`src/rtl/wdt_reset_responder.sv`:
```
// wdt_reset_responder: watchdog expiry -> warning irq, grace window, held sys reset.
// Define WDT_RESP_COUNT_EN to add the saturating rst_count output.
module wdt_reset_responder #(
  parameter int GRACE_W = 16,
  parameter int HOLD_W  = 8
) (
  input  logic               clk,
  input  logic               reset,
  input  logic               timeout,
  input  logic               ack,
  input  logic               clear_cause,
  input  logic [GRACE_W-1:0] grace_cycles,
  input  logic [HOLD_W-1:0]  hold_cycles,
  output logic               irq,
  output logic               sys_rst,
  output logic               busy,
  output logic               cause
`ifdef WDT_RESP_COUNT_EN
  ,
  output logic [7:0]         rst_count
`endif
);

  localparam int CW = (GRACE_W > HOLD_W) ? GRACE_W : HOLD_W;

  typedef enum logic [1:0] {
    ST_IDLE,
    ST_WARN,
    ST_HOLD,
    ST_REL
  } state_e;

  state_e        state_q, state_d;
  logic [CW-1:0] cnt_q, cnt_d;
  logic          timeout_q;
  logic          irq_q, irq_d;
  logic          sys_rst_q, sys_rst_d;
  logic          busy_q, busy_d;
  logic          cause_q, cause_d;
  logic          trig;
  logic          set_cause;

  assign trig = timeout & ~timeout_q;

  always_comb begin
    state_d   = state_q;
    cnt_d     = cnt_q;
    set_cause = 1'b0;
    unique case (state_q)
      ST_IDLE: begin
        if (trig) begin
          state_d = ST_WARN;
          cnt_d   = CW'(grace_cycles);
        end
      end
      ST_WARN: begin
        // ack beats an expiring grace count on the same edge
        if (ack) begin
          state_d = ST_IDLE;
          cnt_d   = '0;
        end else if (cnt_q == '0) begin
          state_d   = ST_HOLD;
          cnt_d     = CW'(hold_cycles);
          set_cause = 1'b1;
        end else begin
          cnt_d = cnt_q - CW'(1);
        end
      end
      ST_HOLD: begin
        if (cnt_q == '0) state_d = ST_REL;
        else             cnt_d   = cnt_q - CW'(1);
      end
      ST_REL: begin
        state_d = ST_IDLE;
      end
    endcase

    irq_d     = (state_d == ST_WARN);
    sys_rst_d = (state_d == ST_HOLD);
    busy_d    = (state_d != ST_IDLE);
    cause_d   = set_cause | (cause_q & ~clear_cause);
  end

  always_ff @(negedge clk or posedge reset) begin
    if (reset) begin
      state_q   <= ST_IDLE;
      cnt_q     <= '0;
      timeout_q <= 1'b0;
      irq_q     <= 1'b0;
      sys_rst_q <= 1'b0;
      busy_q    <= 1'b0;
      cause_q   <= 1'b0;
    end else begin
      state_q   <= state_d;
      cnt_q     <= cnt_d;
      timeout_q <= timeout;
      irq_q     <= irq_d;
      sys_rst_q <= sys_rst_d;
      busy_q    <= busy_d;
      cause_q   <= cause_d;
    end
  end

  assign irq     = irq_q;
  assign sys_rst = sys_rst_q;
  assign busy    = busy_q;
  assign cause   = cause_q;

`ifdef WDT_RESP_COUNT_EN
  logic [7:0] rst_count_q, rst_count_d;

  always_comb begin
    rst_count_d = rst_count_q;
    if (set_cause) begin
      if (rst_count_q != 8'hFF) rst_count_d = rst_count_q + 8'd1;
    end else if (clear_cause) begin
      rst_count_d = '0;
    end
  end

  always_ff @(negedge clk or posedge reset) begin
    if (reset) rst_count_q <= '0;
    else       rst_count_q <= rst_count_d;
  end

  assign rst_count = rst_count_q;
`endif

endmodule
```
`config.mk`:
```
export PLATFORM = sky130hd
export DESIGN_NAME = wdt_reset_responder
export DESIGN_NICKNAME = d
export VERILOG_FILES = /design/src/rtl/wdt_reset_responder.sv
export SDC_FILE = /design/constraint.sdc
export NUM_CORES = 1
export LEC_CHECK = 0
export CORE_ASPECT_RATIO = 1.2
export CORE_MARGIN = 2
export CORE_UTILIZATION = 55
export CTS_CLUSTER_DIAMETER = 150
export DETAILED_ROUTE_END_ITERATION = 6
export PLACE_DENSITY_LB_ADDON = 0.15
export RECOVER_POWER = 50
export SLEW_MARGIN = 20
export SYNTH_ARGS = -nofsm -noshare
export SYNTH_HDL_FRONTEND = slang
export SYNTH_SLANG_ARGS = --single-unit
```
`constraint.sdc`:
```
create_clock -name clk -period 5.25 [get_ports clk]
set_input_delay 0.7875 -clock clk [delete_from_list [all_inputs] [get_ports clk]]
set_output_delay 0.7875 -clock clk [all_outputs]
set_load 0.1 [all_outputs]
```
==> flow_summary.yaml <==
clock_network:
  post_cts_buffers: 0
  path_clk_slew_ps: 90
  cts_tree: "built"
  clk_latency_ps: 320
  cts_buffers: 3
  cts_resized: 0
  clkSinkCount: 23
  htreeDepth: 1
  cts_root_buf: "clkbuf_4"
  clockBufferDepth: 2
  holdBufCountCts: 0
final_layout:
  drive_gt1_share_pct: 10.7
  finalNetCount: 260
  antenna_cells: 0
  syn2layout_area_growth_pct: 24.7
  ff_latch_area_um2: 576
  multiInputGateArea_um2: 948
  final_cell_area_mm2: 0.00201
  nFillCells: 225
  fin_cells: 259
global_route:
  grt-ovfl-total: 0
  globalRouteTotalUtil_pct: 28.8
  grt_pass1_vias: 1681
  grt_pass1_wl_um: 7540
  grt_max_degree: 24
  antenna_found_initial: 0
sta:
  skew_ps: 5.09
  tightest_slew_ps: 1330
  report.final.hold_viol_count: 0
  rsz0062_at_grt: "no"
  final-setup-viol-count: 0
  whs_ps: 445
  maxSlewViolCount: 0
  final.setup.tns_ps: 0
  relSlewSlack_pct: 11.1
worst_setup_path:
  worstSetupStartpointType: "input port"
  path_buf_inv: 2
  cpMaxStageDelayCell: "dlygate4sd3_1"
  crit_type: "input port to flip-flop"
  critPathTopFamily: "compound AO/OA/AOI/OAI gates"
  max_stage_delay_ps: 560
  critical_path.cell_chain: "dlygate4sd3_1 > nand2b_1 > a21o_1 > a31oi_1 > buf_4 > o21ai_0 > a221o_1"
  critPathMaxFanout: 13
  cp.arrival_ps: 2520
  endpoint_kind: "flip-flop"
  cp.required_ps: 2800
power:
  ir_drop_mv: 0.295
  p_leak_nw: 0.828
  total_power_mw: 0.957
  power.share.clock_pct: 9.3
  p_int_mw: 0.484
  p_sw_mw: 0.473
  power_frac_seq_pct: 33.3
  p_sw_share_pct: 49.4
  p_comb_share_pct: 57.5
  p_per_area_mw_per_mm2: 476
placement:
  placedCellCount: 255
  routabilityCongestion: 0.908
  placed_area_mm2: 0.00199
  io_buffers: 32
  dp_hpwl_um: 3290
detailed_routing:
  vias: 1703
  drt-initial-drc-count: 77
  vias_per_cell: 6.58
  drtPass1Iterations: 5
  wl_per_cell_um: 17.5
  drc: 0
  ant_nets: 0
  wl_um: 4520
synth:
  synth_cell_types: 52
  synth-seq-cells: 23
  netlist_area_mm2: 0.00161
  post_synth.cell_area_avg_um2: 8.53
  synth_top_flop_cell: "dfrtn_1"
  async_flop_share_pct: 100
  synth_warnings: 0
  syn_inst: 189
  yosysSeqAreaShare_pct: 35.7
  synth_nets: 223
  synth_edf_count: 0
floorplan:
  die_x_um: 53.4
  die_h_um: 63.3
  die-area_mm2: 0.00338
  initial_core_util_pct: 57.9
  io_pins: 33
  core_area_mm2: 0.00279
  rows: 21
run_status:
  status: "completed"
min_path:
  hold_class: "flip-flop to flip-flop"
run:
  drv_cap: 0
-- worst paths after layout --
path	startpoint	to	slack [ps]	depth (start not counted)
worst max-delay path	timeout	cnt_q[4]$_DFFE_NP0P_	280	7
worst min-delay path	cnt_q[5]$_DFFE_NP0P_	cnt_q[5]$_DFFE_NP0P_	450	1
worst max register to register	state_q[0]$_DFF_NP0_	cnt_q[13]$_DFFE_NP0P_	2400	7
worst min register to register	cnt_q[5]$_DFFE_NP0P_	cnt_q[5]$_DFFE_NP0P_	450	1
max in group asynchronous	reset	cnt_q[9]$_DFFE_NP0P_	610	3
min in group asynchronous	reset	state_q[0]$_DFF_NP0_	3840	3
-- per-layer routing --
layer | vias to the layer above | track usage, % | share of wire, %
met5 | - | 0 | 0
met2 | 102 | 47.1 | 50
li1 | 791 | - | -
met1 | 796 | 39.5 | 40
met4 | 0 | 8.97 | 1.3
met3 | 14 | 2.61 | 8.3
-- cells in the mapped netlist (5+ instances only) --
library cell  instances  area share, %
dfrtn_1              23             36
nor2_1               21            4.9
a21oi_1              12            3.7
inv_1                11            2.6
nor3_1               11            3.4
o21ai_0              11            3.4
nand3_1               7            2.2
clkbuf_1              6            1.4
nand2_1               6            1.4
ha_1                  5            3.9
o2bb2ai_1             5            2.7
-- sequential cells by signal, summed over array words and instances (netlist names) --
register / flops
cause: 1
irq: 1
busy: 1
timeout_q: 1
state_q: 2
cnt_q: 16
sys_rst: 1
-- logic make-up (layout without fill, tap and decap cells) --
| family | Yosys count | after routing | synth area share [%] |
|---|---|---|---|
| AO/OA/AOI/OAI | 65 | 65 | 28.2 |
| adder cells (fa/ha/maj) | 5 | 5 | 3.88 |
| buffers and inverters | 20 | 56 | 5.43 |
| flip-flops | 23 | 23 | 35.7 |
| multiplexers | 2 | 2 | 1.24 |
| AND/OR/NAND/NOR | 74 | 74 | 25.5 |
-- power groups by stage --
stage / registers [mW] / clock network (mW) / logic (mW)
detailed placement: 0.319 / 0 / 0.539
CTS: 0.316 / 0.0887 / 0.541
finish: 0.318 / 0.0886 / 0.550
global placement: 0.315 / 0 / 0.525
floorplan: 0.351 / 0 / 0.363
global route: 0.329 / 0.0981 / 0.595
-- cell type report --
cell class	count	share of cell area, %
clock buffer	3	1.12
timing repair buffer	41	18.6
inverter	11	2.05
multi-input combinational	146	47.2
sequential	23	28.6
clock inverter	1	0.249
tap	34	2.12
-- placed cells by master, fill, tap and decap left out, drive strengths merged, types with 2 or more instances in the layout --
master         netlist  routed
clkdlybuf4s50        0      25
dfrtn               23      23
nor2                21      21
nor3                13      13
a21oi               12      12
buf                  3      12
o21ai               12      12
inv                 11      11
nand3                7       7
nand2                6       6
o2bb2ai              5       5
ha                   5       5
nor4                 5       5
or3                  4       4
nand2b               4       4
a31oi                4       4
nor2b                4       4
clkbuf               6       4
a21o                 3       3
nand4                3       3
o22ai                3       3
a22oi                3       3
o211ai               3       3
dlygate4sd3          0       3
or4                  3       3
or2                  2       2
a221o                2       2
o32ai                2       2
mux2i                2       2
o31ai                2       2
-- through the flow --
step	util, %	setup WS (ps)
final	72.1	276
after global routing	72.1	265
after CTS	72.3	411
after detailed placement	71.3	57.7
after global placement	71.3	147
after floorplan	-	664
Note: power is estimated with default switching activity, not from simulation.
